<file path="config.mk">
export PLATFORM = sky130hd
export DESIGN_NAME = gf_inv_pipe_flat
export DESIGN_NICKNAME = d
export VERILOG_FILES = /design/src/rtl/gf_inv_pipe_if.sv /design/src/rtl/gf_inv_pipe.sv /design/src/flat_wrapper.sv
export SDC_FILE = /design/constraint.sdc
export NUM_CORES = 1
export LEC_CHECK = 0
export ABC_AREA = 0
export ABC_CLOCK_PERIOD_IN_PS = 2080
export BUFFER_PORTS_ARGS = -buffer_cell sky130_fd_sc_hd__buf_2
export CAP_MARGIN = 15
export CORE_ASPECT_RATIO = 1.4
export CORE_MARGIN = 5
export CORE_UTILIZATION = 45
export CTS_CLUSTER_DIAMETER = 60
export DETAILED_ROUTE_END_ITERATION = 10
export GPL_TIMING_DRIVEN = 0
export PLACE_DENSITY_LB_ADDON = 0.15
export SLEW_MARGIN = 10
export SYNTH_ARGS = -nofsm -noshare
export SYNTH_HDL_FRONTEND = slang
export SYNTH_SLANG_ARGS = --single-unit
</file>
<file path="constraint.sdc">
create_clock -name clk -period 2.08 [get_ports clk]
set_input_delay 0.208 -clock clk [delete_from_list [all_inputs] [get_ports clk]]
set_output_delay 0.208 -clock clk [all_outputs]
set_load 0.01 [all_outputs]
</file>
<file path="src/rtl/gf_inv_pipe_if.sv">
// Byte stream (valid/ready) carrying one composite-field GF((2^4)^2) element.
// Sideband tag exists only when GFINV_TAG_EN is defined.
interface gf_inv_pipe_if #(parameter int TAG_W = 4);
  // A beat transfers on a rising clk edge where valid && ready; the master holds
  // valid/data stable until it transfers, and ready never depends on valid.
  logic       valid;
  logic       ready;
  logic [7:0] data;
`ifdef GFINV_TAG_EN
  logic [TAG_W-1:0] tag;
  modport master (output valid, output data, output tag, input ready);
  modport slave  (input valid, input data, input tag, output ready);
`else
  localparam int unused_tag_w = TAG_W;
  modport master (output valid, output data, input ready);
  modport slave  (input valid, input data, output ready);
`endif
endinterface

</file>
<file path="src/rtl/gf_inv_pipe.sv">
// 3-stage GF((2^4)^2) inverter (GF(2^4): x^4+x+1, extension X^2+X+lambda, lambda=4'hC).
// Optional macro GFINV_TAG_EN carries a sideband tag in lock-step with each byte.
module gf_inv_pipe #(
  parameter int TAG_W = 4
) (
  input  logic          clk,
  input  logic          rst,
  gf_inv_pipe_if.slave  in_i,
  gf_inv_pipe_if.master out_o
);

  function automatic logic [3:0] gf4_mul(input logic [3:0] a, input logic [3:0] b);
    logic [3:0] r;
    logic [3:0] aa;
    r  = 4'h0;
    aa = a;
    for (int i = 0; i < 4; i++) begin
      r  = r ^ (aa & {4{b[i]}});
      aa = {aa[2:0], 1'b0} ^ (4'h3 & {4{aa[3]}});
    end
    return r;
  endfunction

  function automatic logic [3:0] gf4_inv(input logic [3:0] a);
    logic [3:0] r;
    case (a)
      4'h1: r = 4'h1;  4'h2: r = 4'h9;  4'h3: r = 4'hE;  4'h4: r = 4'hD;
      4'h5: r = 4'hB;  4'h6: r = 4'h7;  4'h7: r = 4'h6;  4'h8: r = 4'hF;
      4'h9: r = 4'h2;  4'hA: r = 4'hC;  4'hB: r = 4'h5;  4'hC: r = 4'hA;
      4'hD: r = 4'h4;  4'hE: r = 4'h3;  4'hF: r = 4'h8;
      default: r = 4'h0;
    endcase
    return r;
  endfunction

  localparam logic [3:0] LAMBDA = 4'hC;

  logic       v1_q, v1_d, v2_q, v2_d, v3_q, v3_d;
  logic [3:0] ah1_q, ah1_d, sum1_q, sum1_d, d1_q, d1_d;
  logic [3:0] ah2_q, ah2_d, sum2_q, sum2_d, dinv2_q, dinv2_d;
  logic [7:0] out_q, out_d;
  logic       s1_load, s2_load, s3_load;
  logic [3:0] in_ah, in_al;

  // Each stage refills whenever it is empty or its successor drains it, so bubbles collapse.
  assign s3_load   = !v3_q || out_o.ready;
  assign s2_load   = !v2_q || s3_load;
  assign s1_load   = !v1_q || s2_load;
  assign in_i.ready = s1_load;

  assign in_ah = in_i.data[7:4];
  assign in_al = in_i.data[3:0];

  always_comb begin
    v1_d    = v1_q;   ah1_d  = ah1_q;  sum1_d  = sum1_q;  d1_d = d1_q;
    v2_d    = v2_q;   ah2_d  = ah2_q;  sum2_d  = sum2_q;  dinv2_d = dinv2_q;
    v3_d    = v3_q;   out_d  = out_q;
    if (s1_load) begin
      v1_d   = in_i.valid;
      ah1_d  = in_ah;
      sum1_d = in_ah ^ in_al;
      d1_d   = gf4_mul(in_ah ^ in_al, in_al) ^ gf4_mul(LAMBDA, gf4_mul(in_ah, in_ah));
    end
    if (s2_load) begin
      v2_d    = v1_q;
      ah2_d   = ah1_q;
      sum2_d  = sum1_q;
      dinv2_d = gf4_inv(d1_q);
    end
    if (s3_load) begin
      v3_d  = v2_q;
      out_d = {gf4_mul(ah2_q, dinv2_q), gf4_mul(sum2_q, dinv2_q)};
    end
  end

  always_ff @(posedge clk) begin
    if (rst) begin
      v1_q <= 1'b0;  ah1_q <= 4'h0;  sum1_q <= 4'h0;  d1_q <= 4'h0;
      v2_q <= 1'b0;  ah2_q <= 4'h0;  sum2_q <= 4'h0;  dinv2_q <= 4'h0;
      v3_q <= 1'b0;  out_q <= 8'h00;
    end else begin
      v1_q <= v1_d;  ah1_q <= ah1_d;  sum1_q <= sum1_d;  d1_q <= d1_d;
      v2_q <= v2_d;  ah2_q <= ah2_d;  sum2_q <= sum2_d;  dinv2_q <= dinv2_d;
      v3_q <= v3_d;  out_q <= out_d;
    end
  end

  assign out_o.valid = v3_q;
  assign out_o.data  = out_q;

`ifdef GFINV_TAG_EN
  logic [TAG_W-1:0] tag1_q, tag2_q, tag3_q;

  always_ff @(posedge clk) begin
    if (rst) begin
      tag1_q <= '0;
      tag2_q <= '0;
      tag3_q <= '0;
    end else begin
      if (s1_load) tag1_q <= in_i.tag;
      if (s2_load) tag2_q <= tag1_q;
      if (s3_load) tag3_q <= tag2_q;
    end
  end

  assign out_o.tag = tag3_q;
`else
  localparam int unused_tag_w = TAG_W;
`endif

endmodule

</file>
<file path="src/flat_wrapper.sv">
// flat-port wrapper written by rule: the top's interface ports become plain ports
module gf_inv_pipe_flat 
#(
  parameter int TAG_W = 4
)
  (clk, rst, in_i_valid, in_i_data, in_i_ready, out_o_valid, out_o_data, out_o_ready);
  gf_inv_pipe_if #(.TAG_W(TAG_W)) in_i_i ();
  gf_inv_pipe_if #(.TAG_W(TAG_W)) out_o_i ();
  input  logic clk;
  input  logic rst;
  input wire logic [$bits(in_i_i.valid)-1:0] in_i_valid;
  input wire logic [$bits(in_i_i.data)-1:0] in_i_data;
  output wire logic [$bits(in_i_i.ready)-1:0] in_i_ready;
  output wire logic [$bits(out_o_i.valid)-1:0] out_o_valid;
  output wire logic [$bits(out_o_i.data)-1:0] out_o_data;
  input wire logic [$bits(out_o_i.ready)-1:0] out_o_ready;
  assign in_i_i.valid = in_i_valid;
  assign in_i_i.data = in_i_data;
  assign in_i_ready = in_i_i.ready;
  assign out_o_valid = out_o_i.valid;
  assign out_o_data = out_o_i.data;
  assign out_o_i.ready = out_o_ready;
  gf_inv_pipe #(.TAG_W(TAG_W)) u_core (.clk(clk), .rst(rst), .in_i(in_i_i), .out_o(out_o_i));
endmodule
</file>
==> results.toml, run 1 <==
[grt]
grt_max_degree = 11
use_met3 = 0.0257
use_met1 = 0.168
overflow = 0
gr-usage-met2 = 0.282
grt_use_total = 0.154
grt_first_pass_wirelength_um = 8870
antenna_found_initial = 0
grt_pass1_vias = 1983
busiest_layer = "met2"

[sta]
finalSetupTns_ns = 0
finalSetupViolCount = 0
worst_pin_slew_ns = 0.499
slew_viol_final = 0
rsz0062_at_grt = "false"
min_period_over_period = 0.905
slew-limit-headroom = 0.667
max_freq_mhz = 531
finalClockSkew_ns = 0.00478
fin_crit_ns = 1.88
hold_viol = 0

[synth]
synth_area_leaders = "dfxtp_1 (28%), xnor2_1 (13%), nand2_1 (9.1%)"
synth_edf_count = 0
synth_mux_area_frac = 0.0212
synth-seq-cells = 35
syn_nets = 351
synth_compound_area_frac = 0.158
yosysWarnings = 0
synth_cell_types = 38
synth_xor_area_frac = 0.188
async_reset_ff_frac = 0
synth_adder_area_share = 0.0757
yosysMostFrequentCell = "nand2_1"
synthFlopType = "dfxtp_1"
synth_commonest_cells = "nand2_1 (60), xnor2_1 (38), dfxtp_1 (35), nor2_1 (35), a21oi_1 (26)"
synth-simple-area-share = 0.209
synth-seq-area-share = 0.283
synth_area_um2 = 2480
synth_top_family_by_area = "simple AND/OR/NAND/NOR gates"
synth_largest_area_cell = "dfxtp_1"
syn_inst = 324
synth.top_cell.area_share = 0.283
avgSynthCellArea_um2 = 7.65

[worst_setup_path]
cp-start-kind = "flop"
required_ns = 1.87
crit_path_end_kind = "output pin"
crit_top_cell = "buf_2"
path_delay_family = "buffers and inverters"
cp.arrival_ns = 1.68
r2r_slack_ns = 0.36
cpMaxStageDelayCell = "dfxtp_1"
path_max_fanout = 10
crit_chain = "nor2b_2 > and3_1 > buf_2 > inv_1 > clkbuf_2 > buf_2"
max_stage_delay_ns = 0.34
crit_buf_inv = 4
critical_path_class = "reg -> out"

[floorplan]
ios = 22
floorplan.initialDensity = 0.455
die_x_um = 72.7
die_area_um2 = 7120
placeableCoreArea_um2 = 5450
rows = 32
die_h_um = 97.8

[final_layout]
utilization = 0.506
n_antenna_cell = 0
final_area_um2 = 2760
instances_no_fill = 419
fin_nets = 378
area_delta_synth_final_pct = 11.2
drive_gt1_frac = 0.117

[clock_tree]
cts.sinks = 35
insertion_delay_ns = 0.29
cts_buffers = 5
cts_max_path_buffers = 2
clk_pin_slew_ns = 0.06
htreeDepth = 2
tritoncts = "built"
clock-root-buffer = "clkbuf_8"
ctsHoldBuffers = 0

[routing]
drt-pass1-iter-count = 4
wl_per_cell_um = 12.1
vias = 2088
antenna_left = 0
totalWireLength_um = 5080
drtIter0Drc = 150
via_per_inst = 4.98
drc = 0

[power]
cellPowerDensity_nw_per_um2 = 802
finalPower_mw = 2.21
power.leakage_nw = 1.14
ir_drop_mv = 0.360

[placed_design]
dp_cells = 412
place_area_um2 = 2670
dpl.hpwl_um = 3960
gp_congestion = 0.808
port_buffers = 20

[min_path]
min_path_type = "in -> reg"

[job]
cap_viol_max_count = 0

[run_status]
outcome = "finished clean"
-- per-layer routing --
metal	part of all wire	vias to the layer above
met3	0.033	11
met5	0	-
met1	0.41	926
met2	0.53	37
li1	-	1114
met4	0.030	0
-- sequential cells by signal, summed over array words and instances (netlist names) --
signal / count
u_core.out_o.data: 8
u_core.ah1_q: 4
u_core.ah2_q: 4
u_core.d1_q: 4
u_core.dinv2_q: 4
u_core.sum1_q: 4
u_core.sum2_q: 4
u_core.out_o.valid: 1
u_core.v1_q: 1
u_core.v2_q: 1
-- tightest hold or removal path: stages --
cell and delay, ns:
buf_2 0.07, nor2_1 0.03, nor2_1 0.06
-- cell type report --
cell class / instances / area [um^2]
plain buffers: 25 / 111
multi-input cells: 250 / 1620
clock inverters: 1 / 5.00
well taps: 68 / 85.1
inverters: 14 / 52.6
flip-flops and latches: 35 / 701
clock buffers: 6 / 82.6
fillers: 571 / 2690
repair buffers: 20 / 100
-- where the power goes --
group / switching, mW / total, mW / leakage, nW / internal [mW]
logic: 0.466 / 0.871 / 0.806 / 0.405
registers: 0.0747 / 0.843 / 0.289 / 0.768
clock network: 0.239 / 0.498 / 0.0470 / 0.260
total: 0.780 / 2.21 / 1.14 / 1.43
-- cell usage in the layout (no fill, tap or decap), types with 3 or more instances in the layout --
cell type,instances
nand2_1,60
xnor2_1,38
nor2_1,35
dfxtp_1,35
buf_2,27
a21oi_1,26
clkbuf_1,16
ha_1,15
inv_1,14
a211oi_1,14
nand2b_1,8
xor2_1,8
o21ai_0,6
clkbuf_8,6
nand3_1,5
mux2i_1,3
nor3b_1,3
-- what timing repair did --
| action | 4_1_cts | 5_1_grt |
|---|---|---|
| hold endpoints to repair | 0 | 0 |
| pin swaps | 0 | 0 |
| endpoints found under the setup margin | 1 | 1 |
| gates resized for setup | 1 | 2 |
| gates cloned | 0 | 0 |
| setup buffers | 0 | 0 |
-- cell families after synthesis --
group	after synthesis
simple gates	121
compound gates	61
fa+ha+maj	15
flops	35
mux	4
buf+inv	39
xor+xnor	49
-- metrics by stage --
stage / setup slack [ns] / hold slack, ns
floorplan: 0.325 / 0.329
finish: 0.197 / 0.124
global placement: -0.0950 / 0.415
detailed placement: -0.102 / 0.424
global route: 0.0301 / 0.123
CTS: 0.0480 / 0.123
-- final timing paths --
path / start / cells after the start / endpoint
max: u_core.out_o.valid / 6 / in_i_ready
min: in_i_valid / 3 / u_core.v1_q
max reg2reg: u_core.out_o.valid / 7 / u_core.d1_q[0]
min reg2reg: u_core.out_o.data[5] / 2 / u_core.out_o.data[5]
(Power assumes the default switching activity.)
==> inputs of run 2 (changes only) <==
--- a/config.mk
+++ b/config.mk
@@ -8,14 +8,16 @@
 export ABC_AREA = 0
 export ABC_CLOCK_PERIOD_IN_PS = 2080
 export BUFFER_PORTS_ARGS = -buffer_cell sky130_fd_sc_hd__buf_2
-export CAP_MARGIN = 15
+export CELL_PAD_IN_SITES_DETAIL_PLACEMENT = 1
+export CELL_PAD_IN_SITES_GLOBAL_PLACEMENT = 2
 export CORE_ASPECT_RATIO = 1.4
 export CORE_MARGIN = 5
-export CORE_UTILIZATION = 45
+export CORE_UTILIZATION = 35
 export CTS_CLUSTER_DIAMETER = 60
 export DETAILED_ROUTE_END_ITERATION = 10
 export GPL_TIMING_DRIVEN = 0
 export PLACE_DENSITY_LB_ADDON = 0.15
+export RECOVER_POWER = 50
 export SLEW_MARGIN = 10
 export SYNTH_ARGS = -nofsm -noshare
 export SYNTH_HDL_FRONTEND = slang
==> results.toml, run 2 (same netlist as run 1, synthesis figures left out) <==
[run_status]
outcome = "finished clean"

[grt]
overflow = 0
grt_use_total = 0.153
grt_max_degree = 13
antenna_found_initial = 0
grt_pass1_vias = 2234
grt_first_pass_wirelength_um = 10500

[sta]
rsz0062_at_grt = "false"
finalSetupViolCount = 0
finalSetupTns_ns = 0
max_freq_mhz = 535
fin_crit_ns = 1.87
worst_pin_slew_ns = 0.584
setup_ws_ns = 0.212
hold_viol = 0
finalClockSkew_ns = 0.00444
holdWs_ns = 0.124
slew_viol_final = 0
slew-limit-headroom = 0.611
min_period_over_period = 0.898

[clock_tree]
insertion_delay_ns = 0.29
ctsHoldBuffers = 0
cts.sinks = 35
cts_max_path_buffers = 2
clock-root-buffer = "clkbuf_8"
cts_buffers = 5
clk_pin_slew_ns = 0.08
cts_setup_buffers = 0
htreeDepth = 2
tritoncts = "built"

[final_layout]
largest_register_ffs = 8
instances_no_fill = 447
area_delta_synth_final_pct = 14.2
final_area_um2 = 2830
multi_input_area_um2 = 1620
n_antenna_cell = 0
final_cell_mix = "nand2_1 (60), xnor2_1 (38), nor2_1 (35), dfxtp_1 (35), a21oi_1 (26)"
layout_commonest_cell = "nand2_1"
utilization = 0.408
area.sequential_um2 = 701
drive_gt1_frac = 0.0938
fin_nets = 378
nFillCells = 896

[worst_setup_path]
cp.arrival_ns = 1.66
cpMaxStageDelayCell = "dfxtp_1"
path_delay_family = "buffers and inverters"
path_max_fanout = 10
max_stage_delay_ns = 0.35
crit_top_cell = "buf_2"
required_ns = 1.87
critical_path_class = "reg -> out"
crit_chain = "nor2b_4 > and3_1 > buf_2 > inv_1 > clkbuf_2 > buf_2"
crit_buf_inv = 4
cp-start-kind = "flop"
crit_path_end_kind = "output pin"

[placed_design]
place_area_um2 = 2700
gp_congestion = 0.788
post-place-ws_ns = -0.126
dp_cells = 439
dpl.hpwl_um = 4980
port_buffers = 20

[routing]
wl_per_cell_um = 14.1
totalWireLength_um = 6300
via_per_inst = 4.78
drtIter0Drc = 54
drc = 0
antenna_left = 0
drt-pass1-iter-count = 4
vias = 2138

[power]
cellPowerDensity_nw_per_um2 = 878
power.leakage_nw = 1.12
ir_drop_mv = 0.283
finalPower_mw = 2.49

[floorplan]
die_area_um2 = 8890
ios = 22
floorplan.initialDensity = 0.358
die_x_um = 81.1
placeableCoreArea_um2 = 6940
rows = 36
die_h_um = 110

[min_path]
min_path_type = "in -> reg"

[job]
cap_viol_max_count = 0
-- run 2: final timing paths --
check | start | end | slack (ns) | depth (start not counted)
setup reg to reg | u_core.out_o.valid | u_core.d1_q[0] | 0.37 | 7
hold reg to reg | u_core.ah1_q[2] | u_core.ah1_q[2] | 0.46 | 2
setup / recovery | u_core.out_o.valid | in_i_ready | 0.21 | 6
hold / removal | in_i_valid | u_core.v1_q | 0.12 | 3
-- run 2: worst reg2reg max path: cells and delay by family (launching register included) --
family	cells	cell delay [ns]
simple gates	3	0.74
buf+inv	3	0.47
flops	1	0.35
compound gates	1	0.07
-- run 2: timing repair --
item	4_1_cts	5_1_grt
hold endpoints to repair	0	0
gates resized for setup	1	3
setup endpoints to repair	1	1
gates cloned	0	0
-- run 2: area by class of cell --
class | instances | area share
multi-input cells | 250 | 0.573
flip-flops and latches | 35 | 0.247
well taps | 95 | 0.0420
plain buffers | 25 | 0.0393
repair buffers | 20 | 0.0314
clock buffers | 5 | 0.0243
clock inverters | 3 | 0.0239
inverters | 14 | 0.0186
-- run 2: layer usage --
metal / up-vias / wire length (um) / global-route usage / part of all wire
met5: - / 0 / 0 / 0
met4: 0 / 106 / 0.0507 / 0.017
met3: 7 / 135 / 0.0230 / 0.021
met2: 23 / 3570 / 0.306 / 0.57
met1: 994 / 2490 / 0.158 / 0.40
li1: 1114 / - / - / -
-- run 2: where the power goes --
part           switching, mW  internal (mW)  total (mW)
registers             0.0811          0.768       0.849
logic                  0.499          0.400       0.899
clock network          0.262          0.478       0.740
